==> src/rtl/snake_engine_if.sv <==
// Signal bundle between the snake game core and the controller/renderer that drives it.
interface snake_engine_if #(
    parameter int X_BITS   = 5,
    parameter int Y_BITS   = 5,
    parameter int LEN_BITS = 5
) ();
    // No valid/ready pair: buttons are levels, tick is a one-cycle strobe, and a cell
    // presented on q_x/q_y is always answered on q_* in the next cycle, with no back-pressure.
    logic                up;
    logic                down;
    logic                left;
    logic                right;
    logic                tick;
    logic [X_BITS-1:0]   q_x;
    logic [Y_BITS-1:0]   q_y;
    logic                q_head;
    logic                q_body;
    logic                q_food;
    logic [X_BITS-1:0]   head_x;
    logic [Y_BITS-1:0]   head_y;
    logic [LEN_BITS-1:0] length;
    logic [7:0]          score;
    logic                game_over;
    logic [1:0]          dbg_state;

    modport master (
        output up, down, left, right, tick, q_x, q_y,
        input  q_head, q_body, q_food, head_x, head_y, length, score, game_over, dbg_state
    );

    modport slave (
        input  up, down, left, right, tick, q_x, q_y,
        output q_head, q_body, q_food, head_x, head_y, length, score, game_over, dbg_state
    );
endinterface

==> src/rtl/snake_engine.sv <==
// Snake game core: body, food and game state on a GRID_W x GRID_H grid with a 1-cycle cell query port.
// Define SNAKE_WRAP_EN to make the grid edges wrap around instead of ending the game.
module snake_engine #(
    parameter int          GRID_W    = 32,
    parameter int          GRID_H    = 24,
    parameter int          X_BITS    = 5,
    parameter int          Y_BITS    = 5,
    parameter int          MAX_LEN   = 16,
    parameter int          START_LEN = 3,
    parameter logic [15:0] LFSR_SEED = 16'hACE1
) (
    input logic           clk,
    input logic           reset,
    snake_engine_if.slave bus
);
    localparam int LEN_BITS = $clog2(MAX_LEN + 1);
    localparam logic [X_BITS:0]     GW      = (X_BITS + 1)'(GRID_W);
    localparam logic [Y_BITS:0]     GH      = (Y_BITS + 1)'(GRID_H);
    localparam logic [X_BITS:0]     X_ONE   = (X_BITS + 1)'(1);
    localparam logic [Y_BITS:0]     Y_ONE   = (Y_BITS + 1)'(1);
    localparam logic [Y_BITS-1:0]   START_Y = Y_BITS'(GRID_H / 2);
    localparam logic [X_BITS-1:0]   FOOD_X0 = X_BITS'(GRID_W * 3 / 4);
    localparam logic [LEN_BITS-1:0] LEN0    = LEN_BITS'(START_LEN);
    localparam logic [LEN_BITS-1:0] LEN_MAX = LEN_BITS'(MAX_LEN);
    localparam logic [LEN_BITS-1:0] LEN_ONE = LEN_BITS'(1);
`ifdef SNAKE_WRAP_EN
    localparam logic [X_BITS-1:0]   GW_M1   = X_BITS'(GRID_W - 1);
    localparam logic [Y_BITS-1:0]   GH_M1   = Y_BITS'(GRID_H - 1);
`endif

    typedef enum logic [1:0] {S_IDLE, S_RUN, S_PLACE, S_OVER} state_t;
    typedef enum logic [1:0] {D_UP, D_DOWN, D_LEFT, D_RIGHT} dir_t;

    state_t              state, state_next;
    dir_t                dir, pending_dir, req_dir;
    logic [X_BITS-1:0]   seg_x [MAX_LEN];
    logic [Y_BITS-1:0]   seg_y [MAX_LEN];
    logic [LEN_BITS-1:0] len;
    logic [X_BITS-1:0]   food_x;
    logic [Y_BITS-1:0]   food_y;
    logic [7:0]          score;
    logic [15:0]         lfsr;
    logic                tick_pend;
    logic [3:0]          btn, btn_prev;
    logic [X_BITS-1:0]   qx_r;
    logic [Y_BITS-1:0]   qy_r;
    logic                q_valid;
    logic                req_ok, go, do_move, do_reinit;
    logic [X_BITS:0]     nx_ext;
    logic [Y_BITS:0]     ny_ext;
    logic [X_BITS-1:0]   nx;
    logic [Y_BITS-1:0]   ny;
    logic                wall, eat, self_hit;
    logic [LEN_BITS-1:0] hit_limit;
    logic [X_BITS-1:0]   cand_x;
    logic [Y_BITS-1:0]   cand_y;
    logic                cand_ok;
    logic                hit_head, hit_body;

    assign btn = {bus.up, bus.down, bus.left, bus.right};
    assign go  = bus.tick || tick_pend;

    always_comb begin
        req_dir = D_RIGHT;
        if (bus.up)        req_dir = D_UP;
        else if (bus.down) req_dir = D_DOWN;
        else if (bus.left) req_dir = D_LEFT;
        // Opposite directions share bit 1 and differ in bit 0.
        req_ok = (|btn) && !((req_dir[1] == dir[1]) && (req_dir[0] != dir[0]));
    end

    always_comb begin
        nx_ext = {1'b0, seg_x[0]};
        ny_ext = {1'b0, seg_y[0]};
        case (pending_dir)
            D_UP:    ny_ext = ny_ext - Y_ONE;
            D_DOWN:  ny_ext = ny_ext + Y_ONE;
            D_LEFT:  nx_ext = nx_ext - X_ONE;
            default: nx_ext = nx_ext + X_ONE;
        endcase
        nx = nx_ext[X_BITS-1:0];
        ny = ny_ext[Y_BITS-1:0];
`ifdef SNAKE_WRAP_EN
        wall = 1'b0;
        if (nx_ext >= GW) nx = (pending_dir == D_LEFT) ? GW_M1 : '0;
        if (ny_ext >= GH) ny = (pending_dir == D_UP) ? GH_M1 : '0;
`else
        wall = (nx_ext >= GW) || (ny_ext >= GH);
`endif
        eat = (nx == food_x) && (ny == food_y);
        // The tail cell frees up during a plain move, but stays occupied while growing.
        hit_limit = eat ? len : len - LEN_ONE;
        self_hit  = 1'b0;
        for (int i = 0; i < MAX_LEN; i++) begin
            if ((LEN_BITS'(i) < hit_limit) && (seg_x[i] == nx) && (seg_y[i] == ny)) self_hit = 1'b1;
        end
    end

    assign cand_x = lfsr[X_BITS-1:0];
    assign cand_y = lfsr[X_BITS+Y_BITS-1:X_BITS];

    always_comb begin
        cand_ok = ({1'b0, cand_x} < GW) && ({1'b0, cand_y} < GH);
        for (int i = 0; i < MAX_LEN; i++) begin
            if ((LEN_BITS'(i) < len) && (seg_x[i] == cand_x) && (seg_y[i] == cand_y)) cand_ok = 1'b0;
        end
    end

    always_ff @(posedge clk) begin
        if (reset) state <= S_IDLE;
        else       state <= state_next;
    end

    always_comb begin
        state_next = state;
        do_move    = 1'b0;
        do_reinit  = 1'b0;
        case (state)
            S_IDLE: if (req_ok) state_next = S_RUN;
            S_RUN: begin
                if (go) begin
                    if (wall || self_hit) begin
                        state_next = S_OVER;
                    end else begin
                        do_move = 1'b1;
                        if (eat) state_next = S_PLACE;
                    end
                end
            end
            S_PLACE: if (cand_ok) state_next = S_RUN;
            default: begin
                if (|(btn & ~btn_prev)) begin
                    state_next = S_IDLE;
                    do_reinit  = 1'b1;
                end
            end
        endcase
    end

    always_ff @(posedge clk) begin
        if (reset || do_reinit) begin
            for (int i = 0; i < MAX_LEN; i++) begin
                seg_x[i] <= X_BITS'(GRID_W / 2 - i);
                seg_y[i] <= START_Y;
            end
            len         <= LEN0;
            dir         <= D_RIGHT;
            pending_dir <= D_RIGHT;
            score       <= 8'd0;
            food_x      <= FOOD_X0;
            food_y      <= START_Y;
            tick_pend   <= 1'b0;
        end else begin
            if ((state != S_OVER) && req_ok) pending_dir <= req_dir;
            if ((state == S_RUN) && go) begin
                dir       <= pending_dir;
                tick_pend <= 1'b0;
            end
            if (state == S_PLACE) begin
                if (bus.tick) tick_pend <= 1'b1;
                if (cand_ok) begin
                    food_x <= cand_x;
                    food_y <= cand_y;
                end
            end
            if (do_move) begin
                for (int i = MAX_LEN - 1; i > 0; i--) begin
                    seg_x[i] <= seg_x[i-1];
                    seg_y[i] <= seg_y[i-1];
                end
                seg_x[0] <= nx;
                seg_y[0] <= ny;
                if (eat) begin
                    if (len < LEN_MAX)  len   <= len + LEN_ONE;
                    if (score != 8'hFF) score <= score + 8'd1;
                end
            end
        end
    end

    // The LFSR survives a restart so successive games get different food sequences.
    always_ff @(posedge clk) begin
        if (reset) begin
            lfsr     <= LFSR_SEED;
            btn_prev <= '0;
            qx_r     <= '0;
            qy_r     <= '0;
            q_valid  <= 1'b0;
        end else begin
            if (state == S_PLACE) lfsr <= {lfsr[14:0], lfsr[15] ^ lfsr[13] ^ lfsr[12] ^ lfsr[10]};
            btn_prev <= btn;
            qx_r     <= bus.q_x;
            qy_r     <= bus.q_y;
            q_valid  <= 1'b1;
        end
    end

    always_comb begin
        hit_head = (seg_x[0] == qx_r) && (seg_y[0] == qy_r);
        hit_body = 1'b0;
        for (int i = 1; i < MAX_LEN; i++) begin
            if ((LEN_BITS'(i) < len) && (seg_x[i] == qx_r) && (seg_y[i] == qy_r)) hit_body = 1'b1;
        end
    end

    assign bus.q_head    = q_valid && hit_head;
    assign bus.q_body    = q_valid && hit_body && !hit_head;
    assign bus.q_food    = q_valid && (food_x == qx_r) && (food_y == qy_r);
    assign bus.head_x    = seg_x[0];
    assign bus.head_y    = seg_y[0];
    assign bus.length    = len;
    assign bus.score     = score;
    assign bus.game_over = (state == S_OVER);
    assign bus.dbg_state = state;
endmodule
==> src/flat_wrapper.sv <==
// flat-port wrapper written by rule: the top's interface ports become plain ports
module snake_engine_flat 
#(
    parameter int          GRID_W    = 32,
    parameter int          GRID_H    = 24,
    parameter int          X_BITS    = 5,
    parameter int          Y_BITS    = 5,
    parameter int          MAX_LEN   = 16,
    parameter int          START_LEN = 3,
    parameter logic [15:0] LFSR_SEED = 16'hACE1
)
  (clk, reset, bus_up, bus_down, bus_left, bus_right, bus_tick, bus_q_x, bus_q_y, bus_q_head, bus_q_body, bus_q_food, bus_head_x, bus_head_y, bus_length, bus_score, bus_game_over, bus_dbg_state);
  snake_engine_if #(.X_BITS(X_BITS), .Y_BITS(Y_BITS)) bus_i ();
  input logic clk;
  input logic reset;
  input wire logic [$bits(bus_i.up)-1:0] bus_up;
  input wire logic [$bits(bus_i.down)-1:0] bus_down;
  input wire logic [$bits(bus_i.left)-1:0] bus_left;
  input wire logic [$bits(bus_i.right)-1:0] bus_right;
  input wire logic [$bits(bus_i.tick)-1:0] bus_tick;
  input wire logic [$bits(bus_i.q_x)-1:0] bus_q_x;
  input wire logic [$bits(bus_i.q_y)-1:0] bus_q_y;
  output wire logic [$bits(bus_i.q_head)-1:0] bus_q_head;
  output wire logic [$bits(bus_i.q_body)-1:0] bus_q_body;
  output wire logic [$bits(bus_i.q_food)-1:0] bus_q_food;
  output wire logic [$bits(bus_i.head_x)-1:0] bus_head_x;
  output wire logic [$bits(bus_i.head_y)-1:0] bus_head_y;
  output wire logic [$bits(bus_i.length)-1:0] bus_length;
  output wire logic [$bits(bus_i.score)-1:0] bus_score;
  output wire logic [$bits(bus_i.game_over)-1:0] bus_game_over;
  output wire logic [$bits(bus_i.dbg_state)-1:0] bus_dbg_state;
  assign bus_i.up = bus_up;
  assign bus_i.down = bus_down;
  assign bus_i.left = bus_left;
  assign bus_i.right = bus_right;
  assign bus_i.tick = bus_tick;
  assign bus_i.q_x = bus_q_x;
  assign bus_i.q_y = bus_q_y;
  assign bus_q_head = bus_i.q_head;
  assign bus_q_body = bus_i.q_body;
  assign bus_q_food = bus_i.q_food;
  assign bus_head_x = bus_i.head_x;
  assign bus_head_y = bus_i.head_y;
  assign bus_length = bus_i.length;
  assign bus_score = bus_i.score;
  assign bus_game_over = bus_i.game_over;
  assign bus_dbg_state = bus_i.dbg_state;
  snake_engine #(.GRID_W(GRID_W), .GRID_H(GRID_H), .X_BITS(X_BITS), .Y_BITS(Y_BITS), .MAX_LEN(MAX_LEN), .START_LEN(START_LEN), .LFSR_SEED(LFSR_SEED)) u_core (.clk(clk), .reset(reset), .bus(bus_i));
endmodule
==> config.mk <==
export PLATFORM = sky130hd
export DESIGN_NAME = snake_engine_flat
export DESIGN_NICKNAME = d
export VERILOG_FILES = /design/src/rtl/snake_engine_if.sv /design/src/rtl/snake_engine.sv /design/src/flat_wrapper.sv
export SDC_FILE = /design/constraint.sdc
export NUM_CORES = 1
export LEC_CHECK = 0
export ABC_AREA = 1
export CELL_PAD_IN_SITES_DETAIL_PLACEMENT = 1
export CELL_PAD_IN_SITES_GLOBAL_PLACEMENT = 2
export CORE_MARGIN = 2
export CORE_UTILIZATION = 38
export DETAILED_ROUTE_END_ITERATION = 12
export GPL_ROUTABILITY_DRIVEN = 0
export HOLD_SLACK_MARGIN = 0.12
export PLACE_DENSITY = 0.87
export REMOVE_ABC_BUFFERS = 1
export SYNTH_ARGS = -nofsm -noshare
export SYNTH_HDL_FRONTEND = slang
export SYNTH_SLANG_ARGS = --single-unit
==> constraint.sdc <==
create_clock -name clk -period 8.1 [get_ports clk]
set_input_delay 1.62 -clock clk [delete_from_list [all_inputs] [get_ports clk]]
set_output_delay 1.62 -clock clk [all_outputs]
set_load 0.05 [all_outputs]
==> impl_metrics.csv <==
group,metric,value,unit
die,initial_core_util,38.3,%
global_route,globalRouteOverflowTotal,0,
global_route,globalRouteTotalUtil,33.8,%
sta,max_slew_margin,19.0,%
drt,drc,0,
sta,fmax,139,MHz
global_route,first_global_vias,15400,
setup_path,cp-end-kind,"register",
placement,hpwl,48200,um
sta,whs,0.461,ns
power,peakVddDrop,168,uV
sta,rsz0062_at_grt,"false",
die,core,40600,um2
logic_synthesis,dominantRegCellSynth,"edfxtp_1",
logic_synthesis,ys_warn_count,0,
drt,drt-initial-drc-count,1880,
layout,utilization,42.8,%
logic_synthesis,avgSynthCellArea,7.74,um2
hold_path,hold_path_class,"reg2reg",
sta,period_share,89.0,%
setup_path,path_common_cell,"nand2_1",
sta,tightest_slew,1.21,ns
setup_path,path_class,"reg2reg",
hold_path,min_path_cells,2,
cts,cts_resized,0,
logic_synthesis,yosys_register_bits,221,
power,p_leak,7.32,nW
layout,fin_area,17400,um2
placement,dp.cells,2518,
cts,postCtsSetupRepairBufs,0,
sta,fin_skew,0.0166,ns
power,power.density,227,nW/um2
die,die_height,206,um
drt,vias_per_cell,6.01,
drt,num_vias,15500,
logic_synthesis,ys_seq_area_share,38.7,%
layout,fin_cells,2572,
layout,final.fill_count,4927,
sta,layout_setup_ws,0.887,ns
global_route,grt_pass1_wl,104000,um
hold_path,worstHoldEndpoint,"u_core.lfsr[15]$_SDFFE_PP1N_",
run,cap_violations,0,
cts,cts_hold_buffers,0,
cts,cts_max_level,1,
drt,routed_wl,72300,um
drt,firstDrtPassIters,5,
logic_synthesis,synthDistinctLibCells,50,
status,status,"finished, final reports clean",
die,rows,74,
sta,setup_viol,0,
sta,finalWorstPathRequiredPeriod,7.21,ns
setup_path,cpLargestDelayFamily,"simple AND/OR/NAND/NOR gates",
setup_path,worstPathMaxFanout,55,
cts,cts_tree,"done",
sta,timing.final.max_slew_violations,0,
setup_path,r2r_slack,0.89,ns
setup_path,cpPeakStageDelay,1.12,ns
die,die-area,42600,um2
cts,cts_buffers,28,
layout,final_common_cell,"nand2_1",
logic_synthesis,syn_area,15600,um2
setup_path,worstPathRequired,8.38,ns
placement,place_area,16400,um2
layout,syn2layout_area_growth,11.7,%
setup_path,worstRegToRegCells,25,
logic_synthesis,synth_edf_count,160,
setup_path,r2r-start,"u_core.pending_dir[1]$_SDFFE_PP1P_",
cts,clk_pin_slew_worst_paths,0.06,ns
setup_path,worst_path_max_delay_cell,"inv_2",
cts,cts_root_buf,"clkbuf_16",
placement,port_buffers,45,
drt,antenna_left,0,
cts,clkLatencyLatePin,0.59,ns
hold_path,min-delay-start,"u_core.lfsr[14]$_SDFFE_PP0N_",
setup_path,arrival,7.49,ns
layout,mostFrequentLayoutCells,"nand2_1, inv_1, xor2_1, nor2_1, edfxtp_1",
cts,clock_sinks,221,
sta,finalHoldViolCount,0,
logic_synthesis,synth_cells,2012,
setup_path,start_kind,"register",
logic_synthesis,synth-async-reset-ratio,0,%
die,io_pins,46,
setup_path,critical_path_buf_inv_count,3,
setup_path,r2r-end,"u_core.seg_y[0][13]$_SDFFCE_PN1P_",
sta,setup_tns,0,ns
global_route,grt_max_degree,66,
power,total_power,3.95,mW
global_route,antenna_found_initial,4,
die,die-width,206,um
placement,preCtsSetupSlack,1.09,ns
cts,clockBufferDepth,3,
layout,layout-drive-gt1-share,5.10,%
drt,wl_per_cell,28.1,um
layout,nNetsFinal,2044,
layout make-up:
| type | instances | area [um2] | share of cell area [%] |
|---|---|---|---|
| antenna | 2 | 5.00 | 0.0288 |
| clock buffer | 36 | 762 | 4.38 |
| clock inverter | 16 | 164 | 0.943 |
| inverter | 248 | 931 | 5.36 |
| multi-input combinational | 1444 | 8140 | 46.9 |
| sequential | 221 | 6040 | 34.7 |
| tap | 532 | 666 | 3.83 |
| timing repair buffer | 73 | 673 | 3.87 |
how the worst max path moves through the flow:
| stage | slack (ns) | cells after the start | end | startpoint |
|---|---|---|---|---|
| detailed placement | 1.09 | 25 | u_core.seg_x[1][5]$_SDFFCE_PN1P_ | u_core.pending_dir[1]$_SDFFE_PP1P_ |
| global route | 0.42 | 23 | u_core.seg_y[0][27]$_SDFFCE_PN1P_ | u_core.pending_dir[1]$_SDFFE_PP1P_ |
| floorplan | 0.33 | 24 | u_core.seg_x[0][0]$_SDFFCE_PN0P_ | u_core.pending_dir[1]$_SDFFE_PP1P_ |
| global placement | 1.33 | 25 | u_core.seg_x[0][15]$_SDFFCE_PN1P_ | u_core.pending_dir[1]$_SDFFE_PP1P_ |
| finish | 0.89 | 25 | u_core.seg_y[0][13]$_SDFFCE_PN1P_ | u_core.pending_dir[1]$_SDFFE_PP1P_ |
| CTS | 1.06 | 25 | u_core.seg_x[1][5]$_SDFFCE_PN1P_ | u_core.pending_dir[1]$_SDFFE_PP1P_ |
Yosys cell counts (all sizes together), types with 11 or more instances:
cell / instances / area share [%]
nor3: 23 / 0.74
o2111ai: 11 / 0.62
o22ai: 71 / 2.9
a21oi: 55 / 1.8
edfxtp: 160 / 31
nor4: 59 / 2.4
nand2: 459 / 11
xnor2: 53 / 3.0
or2: 12 / 0.48
buf: 46 / 1.8
nand3: 97 / 3.2
clkbuf: 53 / 1.3
o21ai: 51 / 1.7
nand4: 62 / 2.5
o211ai: 12 / 0.58
inv: 244 / 5.9
dfxtp: 61 / 7.8
xor2: 242 / 14
nor2: 192 / 4.8
layer usage:
metal	vias up	routed length, um	GRT usage [%]
li1	6674	-	-
met1	7600	29100	44.3
met2	925	31000	51.2
met3	260	7440	7.79
met4	4	4700	18.9
met5	-	31	0
registers in the layout, indices dropped and copies added, names as in the netlist:
name / cells
u_core.tick_pend: 1
u_core.qy_r: 5
u_core.btn_prev: 4
u_core.seg_x: 80
u_core.food_x: 5
u_core.bus.length: 5
u_core.bus.score: 8
u_core.dir: 2
u_core.food_y: 5
u_core.seg_y: 80
u_core.lfsr: 16
u_core.qx_r: 5
u_core.bus.dbg_state: 2
u_core.pending_dir: 2
u_core.q_valid: 1
report_power, final:
part           switching [mW]  internal (mW)
clock                   0.547          0.758
sequential              0.171           1.32
combinational           0.830          0.320
cells by family (layout without fill, tap and decap cells):
| logic type | Yosys count | count (layout) | share of synthesized area (%) |
|---|---|---|---|
| AOI/OAI and AO/OA | 228 | 228 | 9.03 |
| adders and majority gates | 11 | 11 | 0.932 |
| xor gates and xnor gates | 295 | 295 | 16.6 |
| DFF | 221 | 221 | 38.7 |
| buffers and inverters | 347 | 373 | 9.09 |
| other | 0 | 2 | 0 |
| and+or+nand+nor | 910 | 910 | 25.6 |
worst reg2reg max path: cells and delay by family, from the launching register on:
family / cells / cell delay (ns)
buffers and inverters: 3 / 1.44
adder cells (fa/ha/maj): 1 / 0.30
flip-flops: 1 / 0.97
AND/OR/NAND/NOR: 20 / 3.95
AO/OA/AOI/OAI: 1 / 0.27
Note: power is estimated with default switching activity, not from simulation.
